[src/rtl/mux_rr_arbiter_pkg.sv]
// Shared encodings and defaults for the round-robin nibble-mux arbiter.
package mux_rr_arbiter_pkg;

    // State encoding doubles as the mux select: bit 0 = A granted, bit 1 = B granted.
    typedef enum logic [1:0] {
        ST_IDLE  = 2'd0,
        ST_GNT_A = 2'd1,
        ST_GNT_B = 2'd2
    } state_e;

    localparam logic PTR_A = 1'b0;
    localparam logic PTR_B = 1'b1;

    localparam int HOLD_CYCLES_DEF = 50_000_000;
    localparam int CNT_W_DEF       = 26;

endpackage

[src/rtl/mux_rr_arbiter_sync.sv]
// Two-flop synchronizer with a configurable reset value.
module sync_2ff #(
    parameter int               WIDTH   = 1,
    parameter logic [WIDTH-1:0] RST_VAL = '0
) (
    input  logic             clk_i,
    input  logic             rst_ni,
    input  logic [WIDTH-1:0] d_i,
    output logic [WIDTH-1:0] q_o
);

    logic [WIDTH-1:0] meta_q;
    logic [WIDTH-1:0] sync_q;

    always_ff @(posedge clk_i) begin
        if (!rst_ni) begin
            meta_q <= RST_VAL;
            sync_q <= RST_VAL;
        end else begin
            meta_q <= d_i;
            sync_q <= meta_q;
        end
    end

    assign q_o = sync_q;

endmodule

[src/rtl/mux_rr_arbiter.sv]
// Round-robin arbiter sharing a 4-bit 2:1 nibble mux between switch banks A and B,
// with a bounded grant slice and a push-button forced hand-over.
import mux_rr_arbiter_pkg::*;

module mux_rr_arbiter #(
    parameter int HOLD_CYCLES = HOLD_CYCLES_DEF,
    parameter int CNT_W       = CNT_W_DEF
) (
    input  logic       CLOCK_50,
    input  logic       KEY1,
    input  logic [9:0] SW,
    input  logic       KEY0,
    output logic [9:0] LEDR
);

    localparam logic [CNT_W-1:0] CNT_TC = CNT_W'(HOLD_CYCLES - 1);

    logic [9:0]       sw_s;
    logic             key_s;
    logic             key_prev_q;
    logic             press;
    logic             req_a;
    logic             req_b;
    logic             slice_end;

    state_e           state_q, state_d;
    logic [CNT_W-1:0] cnt_q, cnt_d;
    logic             ptr_q, ptr_d;
    logic             grant_a_q;
    logic             grant_b_q;
    logic             out_en_q;
    logic [3:0]       data;

    sync_2ff #(.WIDTH(10), .RST_VAL(10'h000)) u_sync_sw (
        .clk_i  (CLOCK_50),
        .rst_ni (KEY1),
        .d_i    (SW),
        .q_o    (sw_s)
    );

    sync_2ff #(.WIDTH(1), .RST_VAL(1'b1)) u_sync_key (
        .clk_i  (CLOCK_50),
        .rst_ni (KEY1),
        .d_i    (KEY0),
        .q_o    (key_s)
    );

    assign press     = key_prev_q & ~key_s;
    assign req_a     = sw_s[8];
    assign req_b     = sw_s[9];
    assign slice_end = (cnt_q == CNT_TC) | press;

    // Own-request drop is checked before slice end so it always wins.
    always_comb begin
        state_d = state_q;
        cnt_d   = cnt_q;
        ptr_d   = ptr_q;
        unique case (state_q)
            ST_IDLE: begin
                cnt_d = '0;
                if (req_a && (!req_b || ptr_q == PTR_B)) begin
                    state_d = ST_GNT_A;
                end else if (req_b) begin
                    state_d = ST_GNT_B;
                end
            end
            ST_GNT_A: begin
                if (!req_a) begin
                    state_d = ST_IDLE;
                    cnt_d   = '0;
                    ptr_d   = PTR_A;
                end else if (slice_end) begin
                    cnt_d = '0;
                    if (req_b) begin
                        state_d = ST_GNT_B;
                        ptr_d   = PTR_A;
                    end
                end else begin
                    cnt_d = cnt_q + CNT_W'(1);
                end
            end
            ST_GNT_B: begin
                if (!req_b) begin
                    state_d = ST_IDLE;
                    cnt_d   = '0;
                    ptr_d   = PTR_B;
                end else if (slice_end) begin
                    cnt_d = '0;
                    if (req_a) begin
                        state_d = ST_GNT_A;
                        ptr_d   = PTR_B;
                    end
                end else begin
                    cnt_d = cnt_q + CNT_W'(1);
                end
            end
            default: begin
                state_d = ST_IDLE;
                cnt_d   = '0;
            end
        endcase
    end

    // out_en_q blanks the whole LED bank while reset is held.
    always_ff @(posedge CLOCK_50) begin
        if (!KEY1) begin
            state_q    <= ST_IDLE;
            cnt_q      <= '0;
            ptr_q      <= PTR_B;
            grant_a_q  <= 1'b0;
            grant_b_q  <= 1'b0;
            key_prev_q <= 1'b1;
            out_en_q   <= 1'b0;
        end else begin
            state_q    <= state_d;
            cnt_q      <= cnt_d;
            ptr_q      <= ptr_d;
            grant_a_q  <= (state_d == ST_GNT_A);
            grant_b_q  <= (state_d == ST_GNT_B);
            key_prev_q <= key_s;
            out_en_q   <= 1'b1;
        end
    end

    always_comb begin
        data = 4'h0;
        unique case (state_q)
            ST_GNT_A: data = sw_s[3:0];
            ST_GNT_B: data = sw_s[7:4];
            default:  data = 4'h0;
        endcase
    end

    assign LEDR = out_en_q ? {grant_b_q, grant_a_q, 3'b000, ptr_q, data} : 10'h000;

endmodule

[config.mk]
export PLATFORM = sky130hd
export DESIGN_NAME = mux_rr_arbiter
export DESIGN_NICKNAME = d
export VERILOG_FILES = /design/src/rtl/mux_rr_arbiter_pkg.sv /design/src/rtl/mux_rr_arbiter_sync.sv /design/src/rtl/mux_rr_arbiter.sv
export SDC_FILE = /design/constraint.sdc
export NUM_CORES = 1
export LEC_CHECK = 0
export ABC_CLOCK_PERIOD_IN_PS = 4000
export BUFFER_PORTS_ARGS = -buffer_cell sky130_fd_sc_hd__buf_2
export CAP_MARGIN = 20
export CELL_PAD_IN_SITES_DETAIL_PLACEMENT = 2
export CELL_PAD_IN_SITES_GLOBAL_PLACEMENT = 2
export CORE_MARGIN = 5
export CORE_UTILIZATION = 38
export DETAILED_ROUTE_END_ITERATION = 12
export PLACE_DENSITY = 0.81
export SLEW_MARGIN = 40
export SYNTH_ARGS = -nofsm -noshare
export SYNTH_HDL_FRONTEND = slang
export SYNTH_SLANG_ARGS = --single-unit
[constraint.sdc]
create_clock -name CLOCK_50 -period 4 [get_ports CLOCK_50]
set_clock_uncertainty 0.2 [all_clocks]
set_input_delay 0.6 -clock CLOCK_50 [delete_from_list [all_inputs] [get_ports CLOCK_50]]
set_output_delay 0.6 -clock CLOCK_50 [all_outputs]
set_load 0.03 [all_outputs]
==> flow_summary.ini <==
[logic_synthesis]
syn_inst = 255
syn-cell-area_um2 = 2310
seq_area_frac_synth_pct = 47.6
synth_largest_area_cell = dfxtp_1
syn_area_per_cell_um2 = 9.06
synth_top_area_share_pct = 47.6
synth-warning-count = 0
yosys-top-cells-area = dfxtp_1 48%, and2_1 6.8%, nor2_1 6.0%, xnor2_1 4.5%, xor2_1 4.5%
synth-seq-cells = 55
yosysUniqueCellTypes = 39

[global_routing]
grt-ovfl-total = 0
grt_max_degree = 28
grt_pass1_vias = 1973
grt_pass1_wl_mm = 9.58
antenna_found_initial = 0
grt_use_total_pct = 15.8

[critical_path]
r2r-start = cnt_q[0]$_SDFF_PN0_
path_class = reg -> out
cp_slowest_stage_delay_ps = 480
start_kind = flop
cp-startpoint = state_q[1]$_SDFF_PN0_
critPathBufInv = 2
crit_fanout = 7
ff2ff_setup_slack_ps = 1680
cp_slowest_cell = dfxtp_1
cp-end-kind = primary output
cpLargestDelayFamily = flip-flops
critPathRequiredTime_ps = 3200
crit_arrival_ps = 1790
crit_chain = inv_1 > ha_1 > nand2_1 > nor2_1 > buf_2

[floorplan]
die_w_um = 88.0
io_pins = 23
die_area_um2 = 7740
initial_utilization_pct = 39.0
chipHeight_um = 88.0
row_count = 28
core_area_um2 = 5920

[clock_network]
postCtsSetupBuffers = 0
clock_sinks = 55
cts_tree = done
root_buffer = clkbuf_8
cts_htree_levels = 2
clock_latency_ps = 320
clockBufferDepth = 2
cts-buffers-inserted = 5
cts_resized = 0
ctsHoldBuffers = 0
clkTransAtPathRegs_ps = 110

[sta]
fin_hold_ws_ps = 247
setup_slack_ps = 1410
tns_ps = 0
fin_crit_ps = 2590
rsz0062_at_grt = false
fmax_mhz = 385
hold_violations = 0
slew_headroom_pct = 54.7
setup_violations = 0
timing.final.crit_share_pct = 64.9
tightest_slew_ps = 676
slew_viol_final = 0

[routing]
firstDrtPassIters = 4
vias_per_cell = 5.13
drt_iter0_markers = 43
post_drt_wl_per_cell_um = 15.8
antenna_left = 0
wirelength_mm = 5.51
route.detailed.drc = 0
num_vias = 1791

[worst_hold_path]
hp-class = reg -> reg
hold_start = u_sync_sw.meta_q[6]$_SDFF_PN0_

[layout]
multi_input_area_um2 = 1160
fill_cells = 646
nets = 291
seq_area_um2 = 1100
fin_area_um2 = 2570
area.growth.synth_to_final_pct = 11.2
final_cells = 349
drive_gt1_share_pct = 12.0
n_antenna_cell = 0

[power]
power.leakage_nw = 0.901
power_density_nw_per_um2 = 375
ir_worst_vdd_mv = 0.187

[placement]
place_congestion = 0.763
dp.cells = 341
hpwl_mm = 3.93
dpl_worst_slack_ps = 1700
dpl_cell_area_um2 = 2460
io_buffers = 19

[outcome]
status = finished, final reports clean

[job]
drv_cap = 0
-- path summary, 6_finish.rpt --
check / depth (start not counted) / endpoint
worst max-delay path: 5 / LEDR[3]
worst min-delay path: 1 / u_sync_sw.q_o[6]$_SDFF_PN0_
worst max register to register: 5 / cnt_q[17]$_SDFF_PN0_
worst min register to register: 1 / u_sync_sw.q_o[6]$_SDFF_PN0_
-- logic make-up after synthesis --
| kind of cell | after synthesis | share of synthesized area, % |
|---|---|---|
| and+or+nand+nor | 136 | 31.5 |
| DFF | 55 | 47.6 |
| xor gates and xnor gates | 24 | 9.10 |
| AOI/OAI and AO/OA | 18 | 5.69 |
| buffers and inverters | 16 | 3.19 |
| adders and majority gates | 5 | 2.71 |
| other | 1 | 0.162 |
-- cell usage in the layout, fill, tap and decap left out, types with 2 or more instances in the layout --
cell / synthesis / layout
xor2_1: 12 / 12
clkbuf_8: 0 / 5
nor2_1: 37 / 37
inv_1: 6 / 6
buf_2: 2 / 19
a21oi_1: 2 / 2
nand2_1: 17 / 17
o21ai_0: 5 / 5
conb_1: 1 / 3
nand2b_1: 5 / 5
and4_1: 4 / 4
xnor2_1: 12 / 12
nor4_1: 3 / 3
inv_8: 0 / 2
nand3b_1: 2 / 2
nor3_1: 10 / 9
and2_1: 25 / 25
nand4_1: 10 / 10
ha_1: 5 / 5
dfxtp_1: 55 / 55
nand3_1: 11 / 11
nor2b_1: 2 / 2
a22oi_1: 5 / 5
-- where the power goes --
part           internal, W  switching [W]
clock             0.000135       0.000208
combinational    0.0000215      0.0000297
sequential        0.000562     0.00000768
-- final cells by class --
cell class	count	share of cell area (%)
well taps	75	3.65
multi-input cells	186	45.0
clock inverters	3	1.22
repair buffers	19	3.70
flip-flops and latches	55	42.9
clock buffers	5	2.68
inverters	6	0.877
-- stage by stage --
stage               utilization (%)  power, W
finish                         43.4  0.000964
global route                   43.4   0.00101
CTS                            43.3  0.000977
detailed placement             41.6  0.000635
global placement               41.5  0.000631
floorplan                         -  0.000618
-- layer usage --
layer  track usage, %  vias to the layer above  share of wire, %
li1                 -                      892                 -
met1             20.3                      870                47
met2             27.1                       21                49
met3             3.01                        8               2.6
met4             4.60                        0               1.4
met5                0                        -                 0
-- flip-flops by register name (all words and copies together) (netlist names) --
name	cells
out_en_q	1
key_prev_q	1
u_sync_key.meta_q	1
cnt_q	26
state_q	2
u_sync_key.q_o	1
u_sync_sw.meta_q	10
ptr_q	1
grant_b_q	1
u_sync_sw.q_o	10
grant_a_q	1
-- synthesized netlist by cell type, drive strengths merged --
master   count
nor2        37
clkbuf       5
and2        25
nand2       17
o21ba        1
a211oi       1
nor3b        1
nand2b       5
nand3       11
a22oi        5
nor4         3
dfxtp       55
o21ai        6
nor3        10
nand4b       1
or4          1
buf          5
nor2b        2
inv          6
o32a         1
a211o        1
a21oi        2
xor2        12
and3         2
conb         1
nand4       11
o2bb2ai      1
or3          1
ha           5
nor4bb       1
and4b        1
xnor2       12
nor4b        1
and4         4
nand3b       2
Note: power is estimated with default switching activity, not from simulation.
